<file path="src/rtl/usb_phy_tx.sv">
`timescale 1ns/1ps
// Purpose: USB PHY transmitter. It takes the UTMI byte stream, sends SYNC, serialises
//   bytes LSB-first with bit stuffing and NRZI, and ends each packet with SE0,SE0,J.
// Latency: txvalid seen at clock t gives oe=1 and the first SYNC K at t+1.
//   The first txready comes 8 bit times later. Bytes then follow every 8 bit times,
//   plus one bit time for each stuff bit.
// Backpressure: the SIE holds utmi_data_i until the one-cycle utmi_txready_o pulse.
//   Dropping txvalid takes effect only at the next byte boundary.
// Ports:
//   clk_i, rst_i                 48 MHz clock, asynchronous active-high reset
//   utmi_data_i/txvalid_i        byte to send / packet in progress
//   utmi_txready_o               byte on utmi_data_i is consumed this cycle
//   utmi_xcvrselect_i            2'b10 = low speed, anything else = full speed
//   usb_dp_o, usb_dn_o, usb_oe_o line drive values and driver enable
//   busy_o                       high whenever not IDLE
module usb_phy_tx #(
  parameter int CLK_DIV_FS = 4,
  parameter int CLK_DIV_LS = 32
) (
  input  logic       clk_i,
  input  logic       rst_i,
  input  logic [7:0] utmi_data_i,
  input  logic       utmi_txvalid_i,
  output logic       utmi_txready_o,
  input  logic [1:0] utmi_xcvrselect_i,
  output logic       usb_dp_o,
  output logic       usb_dn_o,
  output logic       usb_oe_o,
  output logic       busy_o
);

  localparam logic [2:0] ST_IDLE    = 3'd0;
  localparam logic [2:0] ST_SYNC    = 3'd1;
  localparam logic [2:0] ST_DATA    = 3'd2;
  localparam logic [2:0] ST_EOP_SE0 = 3'd3;
  localparam logic [2:0] ST_EOP_J   = 3'd4;

  localparam logic [7:0] DIV_MAX_FS = 8'(CLK_DIV_FS - 1);
  localparam logic [7:0] DIV_MAX_LS = 8'(CLK_DIV_LS - 1);

  logic [2:0] r_state;
  logic [7:0] r_div;
  logic       r_ls;      // speed latched at packet start
  logic       r_oe;
  logic       r_level;   // NRZI level: 1 = J, 0 = K
  logic       r_se0;
  logic [2:0] r_cnt;     // SYNC bit index, or EOP SE0 bit index
  logic [3:0] r_bitcnt;  // data bits of the current byte already put on the line
  logic [2:0] r_ones;    // consecutive raw 1s, SYNC included
  logic [7:0] r_shift;   // remaining data bits, next one in bit 0

  logic [7:0] w_div_max;
  logic       w_bit_ce;
  logic       w_stuff;
  logic       w_byte_done;
  logic       w_sync_last;
  logic       w_emit;    // a raw bit goes onto the line at this bit_ce
  logic       w_raw;

  assign w_div_max   = r_ls ? DIV_MAX_LS : DIV_MAX_FS;
  assign w_bit_ce    = (r_state != ST_IDLE) && (r_div == w_div_max);
  assign w_stuff     = (r_ones == 3'd6);
  assign w_byte_done = (r_bitcnt == 4'd8);
  assign w_sync_last = (r_cnt == 3'd7);

  // At each bit_ce, pick the raw bit for the next bit period. A pending stuff bit
  // wins over everything, so it also goes out before EOP. At the end of SYNC or at
  // a byte boundary, the first bit of the new byte comes straight from the input.
  always_comb begin
    w_emit = 1'b0;
    w_raw  = 1'b0;
    if (w_bit_ce) begin
      case (r_state)
        ST_SYNC: begin
          if (!w_sync_last) begin
            w_emit = 1'b1;
            w_raw  = (r_cnt == 3'd6);
          end else if (utmi_txvalid_i) begin
            w_emit = 1'b1;
            w_raw  = utmi_data_i[0];
          end
        end
        ST_DATA: begin
          if (w_stuff) begin
            w_emit = 1'b1;
            w_raw  = 1'b0;
          end else if (!w_byte_done) begin
            w_emit = 1'b1;
            w_raw  = r_shift[0];
          end else if (utmi_txvalid_i) begin
            w_emit = 1'b1;
            w_raw  = utmi_data_i[0];
          end
        end
        default: begin
          w_emit = 1'b0;
          w_raw  = 1'b0;
        end
      endcase
    end
  end

  assign utmi_txready_o = w_bit_ce && utmi_txvalid_i &&
                          (((r_state == ST_SYNC) && w_sync_last) ||
                           ((r_state == ST_DATA) && !w_stuff && w_byte_done));

  always_ff @(posedge clk_i or posedge rst_i) begin
    if (rst_i) begin
      r_state  <= ST_IDLE;
      r_div    <= 8'd0;
      r_ls     <= 1'b0;
      r_oe     <= 1'b0;
      r_level  <= 1'b1;
      r_se0    <= 1'b0;
      r_cnt    <= 3'd0;
      r_bitcnt <= 4'd0;
      r_ones   <= 3'd0;
      r_shift  <= 8'd0;
    end else begin
      if (r_state == ST_IDLE || w_bit_ce) r_div <= 8'd0;
      else                                r_div <= r_div + 8'd1;

      // NRZI: a raw 0 toggles the level, a raw 1 holds it and extends the run of ones.
      if (w_emit) begin
        r_level <= w_raw ? r_level : ~r_level;
        r_ones  <= w_raw ? r_ones + 3'd1 : 3'd0;
      end

      case (r_state)
        ST_IDLE: begin
          if (utmi_txvalid_i) begin
            r_state  <= ST_SYNC;
            r_ls     <= (utmi_xcvrselect_i == 2'b10);
            r_oe     <= 1'b1;
            r_se0    <= 1'b0;
            r_level  <= 1'b0;  // first SYNC bit is a raw 0: J -> K
            r_cnt    <= 3'd0;
            r_bitcnt <= 4'd0;
            r_ones   <= 3'd0;
          end
        end
        ST_SYNC: begin
          if (w_bit_ce) begin
            if (!w_sync_last) begin
              r_cnt <= r_cnt + 3'd1;
            end else if (utmi_txvalid_i) begin
              r_shift  <= {1'b0, utmi_data_i[7:1]};
              r_bitcnt <= 4'd1;
              r_state  <= ST_DATA;
            end else begin
              r_state <= ST_EOP_SE0;
              r_se0   <= 1'b1;
              r_cnt   <= 3'd0;
            end
          end
        end
        ST_DATA: begin
          if (w_bit_ce && !w_stuff) begin
            if (!w_byte_done) begin
              r_shift  <= {1'b0, r_shift[7:1]};
              r_bitcnt <= r_bitcnt + 4'd1;
            end else if (utmi_txvalid_i) begin
              r_shift  <= {1'b0, utmi_data_i[7:1]};
              r_bitcnt <= 4'd1;
            end else begin
              r_state <= ST_EOP_SE0;
              r_se0   <= 1'b1;
              r_cnt   <= 3'd0;
            end
          end
        end
        ST_EOP_SE0: begin
          if (w_bit_ce) begin
            if (r_cnt == 3'd1) begin
              r_state <= ST_EOP_J;
              r_se0   <= 1'b0;
              r_level <= 1'b1;
              r_cnt   <= 3'd0;
            end else begin
              r_cnt <= r_cnt + 3'd1;
            end
          end
        end
        ST_EOP_J: begin
          if (w_bit_ce) begin
            r_state <= ST_IDLE;
            r_oe    <= 1'b0;
            r_level <= 1'b1;
          end
        end
        default: begin
          r_state <= ST_IDLE;
          r_oe    <= 1'b0;
        end
      endcase
    end
  end

  // J is (1,0) at full speed and (0,1) at low speed. SE0 forces both lines low.
  assign usb_dp_o = ~r_se0 & (r_level ^ r_ls);
  assign usb_dn_o = ~r_se0 & ~(r_level ^ r_ls);
  assign usb_oe_o = r_oe;
  assign busy_o   = (r_state != ST_IDLE);

endmodule

</file>
<file path="config.mk">
export PLATFORM = sky130hd
export DESIGN_NAME = usb_phy_tx
export DESIGN_NICKNAME = d
export VERILOG_FILES = /design/src/rtl/usb_phy_tx.sv
export SDC_FILE = /design/constraint.sdc
export NUM_CORES = 1
export LEC_CHECK = 0
export CORE_MARGIN = 1
export CORE_UTILIZATION = 45
export CTS_CLUSTER_DIAMETER = 40
export DETAILED_ROUTE_END_ITERATION = 8
export HOLD_SLACK_MARGIN = 0.02
export SKIP_CTS_REPAIR_TIMING = 1
export SLEW_MARGIN = 10
export SYNTH_ARGS = -nofsm -noshare
export SYNTH_HDL_FRONTEND = slang
export SYNTH_SLANG_ARGS = --single-unit
</file>
<file path="constraint.sdc">
create_clock -name clk_i -period 2.65 [get_ports clk_i]
set_clock_uncertainty 0.1 [all_clocks]
set_input_delay 0.265 -clock clk_i [delete_from_list [all_inputs] [get_ports clk_i]]
set_output_delay 0.265 -clock clk_i [all_outputs]
set_load 0.02 [all_outputs]
</file>
Word-level counts from Yosys, hierarchy flattened:

Index checks and enable logic that the tools add are counted.

* add/subtract/negate cells: 4
* equality and inequality tests: 20
* muxes and demuxes: 70
* bitwise operators: 7
* reductions and logical operators: 23

Operators with widths (count)
* $mux W3: 21
* $mux W8: 6
* $mux W1: 27
* $mux W4: 6
* $ne A2 B2 Y1 const B: 8
* $pmux W8 S2: 1
* $pmux W3 S5: 1
* $eq A3 B3 Y1 const B: 4
* $pmux W3 S4: 1
* $pmux W4 S3: 1
* $reduce_and A9 Y1: 1
* $add A8 B1 Y8 const B: 1
* $eq A8 B5 Y1: 1
* $reduce_and A8 Y1: 1
* $logic_and A1 B1 Y1: 7
* $add A3 B1 Y3 const B: 2
* $eq A3 B1 Y1 const B: 2
* $eq A3 B2 Y1 const B: 2
* $pmux W1 S3: 2
* $reduce_and A6 Y1: 1
* $reduce_bool A3 Y1: 2
* $mux W5: 1
* $reduce_and A5 Y1: 1
* $add A4 B1 Y4 const B: 1
* other kinds (17): 23

* flip-flop bits (word level): 33
* output and inout bits: 5

Depth between registers and ports, before layout:

* depth in word-level cells: 10
* gate-level depth with buffers: 8
* mapped depth without buffers: 7

Worst setup path before layout:

OpenSTA, ideal clock, no wires.

* path type: reg-to-output
* start point: register r_div[0]
* end point: output port utmi_txready_o
* arrival: 1.901 ns
* required time: 2.285 ns
* slack: 0.384 ns
* stages on the path, launching flop included: 6
* path buffers: 1
* cells stage by stage: dfrtp_1 -> ha_1 -> nor4b_2 -> o21ai_2 -> buf_2 -> nor4_1

* word-level cells in the longest chain between the ends: 4

RTL lines
* from (decl): line 42 `logic [7:0] r_div;`
* from (signal assigned): line 121 `else r_div <= r_div + 8'd1;`
* $eq A8 B5 Y1: line 61 `assign w_bit_ce = (r_state != ST_IDLE) && (r_div == w_div_max);`
* $logic_and A1 B1 Y1: line 61
* $logic_and A1 B1 Y1 (2 in a row): line 103 `assign utmi_txready_o = w_bit_ce && utmi_txvalid_i &&`
* to (decl): line 24 `output logic utmi_txready_o,`

No other way between the ends.

Worst setup path in the final report:

* start point: register r_cnt[0]
* end point: register r_state[0]

* word-level cells in the longest chain between the ends: 3

RTL lines
* from (decl): line 47 `logic [2:0] r_cnt;`
* from (signal assigned): line 145 `r_cnt <= r_cnt + 3'd1;`
* from (signal assigned): line 180 `r_cnt <= r_cnt + 3'd1;`
* $eq A3 B1 Y1 or $eq A3 B3 Y1 (tied branches): line 174, 64
* $ne A2 B2 Y1 (no source line)
* $reduce_and A9 Y1 (no source line) (*)
* to (signal assigned): line 175 `r_state <= ST_EOP_J;`
* to (signal assigned): line 186 `r_state <= ST_IDLE;`
* to (signal assigned): line 192 `r_state <= ST_IDLE;`
* to (decl): line 41 `logic [2:0] r_state;`

Every way passes the cells marked *; elsewhere a longest branch is shown, timed or not.
A chain may end at the register's enable or synchronous reset.

==> impl_metrics.toml <==
[logic_synthesis]
synth.area.top_cells = "dfrtp_1 37%, ha_1 5.3%, nand2_1 3.7%"
synth_cell_types = 57
avgSynthCellArea_sq_um = 9.26
synth_edf_count = 0
ys_warn_count = 0
async_flop_share = 1.00
synth_fp_nets = 253
yosys.area.top_type_share = 0.374
synth_area_sq_um = 2140
yosysTopAreaCell = "dfrtp_1"
yosysMostFrequentCell = "dfrtp_1"
synth_commonest_cells = "32 x dfrtp_1, 21 x nand2_1, 18 x nor2_1"
synth_seq_area_share = 0.387
post_synth_inst_count = 231
synthFlopType = "dfrtp_1"
yosys_register_bits = 33

[timing]
setup_ws_ps = 296
slew_headroom = 0.538
worstMarginPinSlew_ps = 692
fin_crit_sh = 0.888
fin_crit_ps = 2350
rsz0062_at_grt = "false"
fmax_mhz = 425
final.setup.tns_ps = 0
hold_violations = 0
hold_slack_ps = 258
slew_violations = 0
final-setup-viol-count = 0

[route]
drcViolationCount = 0
vias_per_cell = 6.03
ant_nets = 0
dr.pass1.iters = 4
wirelength_mm = 5.19
wl_per_cell_um = 16.9
vias = 1858
drt-initial-drc-count = 188

[outcome]
status = "completed"

[place]
dp_hpwl_mm = 3.84
place.gp.congestion = 0.876
port-buffer-count = 17
place_ws_ps = 171
dp_cells = 300

[floorplan]
dieArea_sq_um = 5030
start_util = 0.478
core-area_sq_um = 4470
ios = 18
die_y_um = 71.0
row_count = 24
die_w_um = 71.0

[hold_path]
hold_path.class = "in2async"

[pwr]
power.internal_uw = 1510
pwr-share-clk = 0.182
powerDensity_nw_per_um2 = 1010
swShare = 0.412
ir_worst_vdd_mv = 0.489
pwr-share-seq = 0.358
switching_power_uw = 1060
combPwrFrac = 0.461
p_leak_uw = 0.00114

[clocking]
cts.clk_slew.worst_paths_ps = 70
cts.sinks = 33
clockBufferDepth = 2
htreeDepth = 2
cts.root.buffer_cell = "clkbuf_8"
clkLatencyLatePin_ps = 290
cts_buffers = 5
cts_tree = "yes"

[global_route]
antenna_found_initial = 0
grt_pass1_wl_mm = 8.71
grt_usage = 0.223
grt_overflow = 0
first_global_vias = 1784
grt_start_max_net_pins = 34

[critical_path]
endpoint_kind = "register"
path_cells = "ha_1 > ha_1 > buf_4 > a2111oi_2 > a31oi_1 > nand3_1 > mux2i_1"
cp_slowest_stage_delay_ps = 690
worstPathArrival_ps = 2460
r2r-start = "r_cnt[0]"
critPathKind = "reg2reg"
crit_fanout = 7
r2r-end = "r_state[0]"
crit_top_cell = "ha_1"
critPathLaunchType = "register"
crit_required_ps = 2760
reg2reg_depth = 7
cp_slowest_cell = "a2111oi_2"
r2r_slack_ps = 300

[finish]
final_nets = 277
drive_gt1_frac = 0.117
area_growth_syn_to_layout_pct = 18.2
final_cells = 308
n_antenna_cell = 0
fill_cells = 400

[run]
drv_cap = 0
-- stage by stage --
step / utilization / cell area (sq um) / power [uW]
after floorplan: - / 2140 / 1740
after global placement: 0.537 / 2400 / 2010
after detailed placement: 0.537 / 2400 / 2060
after CTS: 0.561 / 2510 / 2540
after global routing: 0.565 / 2530 / 2740
final: 0.565 / 2530 / 2560
-- metal layers --
layer | vias up | global-route usage | share of wire
met5 | - | 0 | 0
met4 | 0 | 0.0756 | 0.012
met3 | 6 | 0.0385 | 0.039
met2 | 50 | 0.371 | 0.48
met1 | 910 | 0.297 | 0.47
li1 | 892 | - | -
-- final cells by class --
cell class                 instances  area, sq um  share of cell area
clock buffer                       6         72.6              0.0287
sequential                        33          827               0.327
timing repair buffer              27          248              0.0980
tap                               52         65.1              0.0257
clock inverter                     2         35.0              0.0139
multi-input combinational        175         1230               0.487
inverter                          13         48.8              0.0193
-- flip-flops by register name, indices dropped and copies added (netlist names) --
register  count
r_se0         1
r_state       3
usb_oe_o      1
r_cnt         3
r_bitcnt      4
r_ls          1
r_level       1
r_shift       8
r_ones        3
r_div         8
-- kinds of logic after synthesis --
family	share of synthesized area
compound gates	0.234
fa+ha+maj	0.0526
mux	0.0234
buf+inv	0.0456
flops	0.387
xor+xnor	0.0287
simple gates	0.229
-- cells in the final DEF (no fill, tap or decap), drive strengths merged, types with 4 or more instances in the layout --
| cell type | synthesis | layout |
|---|---|---|
| dfrtp | 32 | 32 |
| nand2 | 21 | 21 |
| nor2 | 18 | 18 |
| clkdlybuf4s50 | 0 | 16 |
| inv | 13 | 13 |
| o21ai | 13 | 13 |
| buf | 4 | 10 |
| o22ai | 9 | 9 |
| ha | 9 | 9 |
| a21oi | 9 | 9 |
| a2bb2oi | 8 | 8 |
| nand3 | 7 | 7 |
| nor3 | 6 | 6 |
| clkbuf | 6 | 6 |
| mux2i | 5 | 5 |
| nand2b | 5 | 5 |
| nor2b | 4 | 4 |
| xnor2 | 4 | 4 |
-- critical path: cells and delay by family (launching register included) --
kind            cells  cell delay, ps
compound gates      2             850
flops               1             430
fa+ha+maj           2             410
mux                 1             180
buf+inv             1             170
simple gates        1             130
-- power by group through the flow --
stage               clock (uW)  combinational (uW)  sequential (uW)
finish                     465                1180              917
detailed placement           0                1150              911
floorplan                    0                 927              814
global route               498                1300              948
CTS                        477                1170              900
global placement             0                1120              890
-- worst max path at each step --
stage                        start  cells past startpoint  slack [ps]              to
after floorplan           r_div[0]                      5         380  utmi_txready_o
after global placement    r_div[0]                      5         200  utmi_txready_o
after detailed placement  r_div[0]                      5         170  utmi_txready_o
after CTS                 r_div[0]                      5        -170  utmi_txready_o
after global routing      r_cnt[0]                      7         140      r_state[0]
final                     r_cnt[0]                      7         300      r_state[0]
Note: power is estimated with default switching activity, not from simulation.
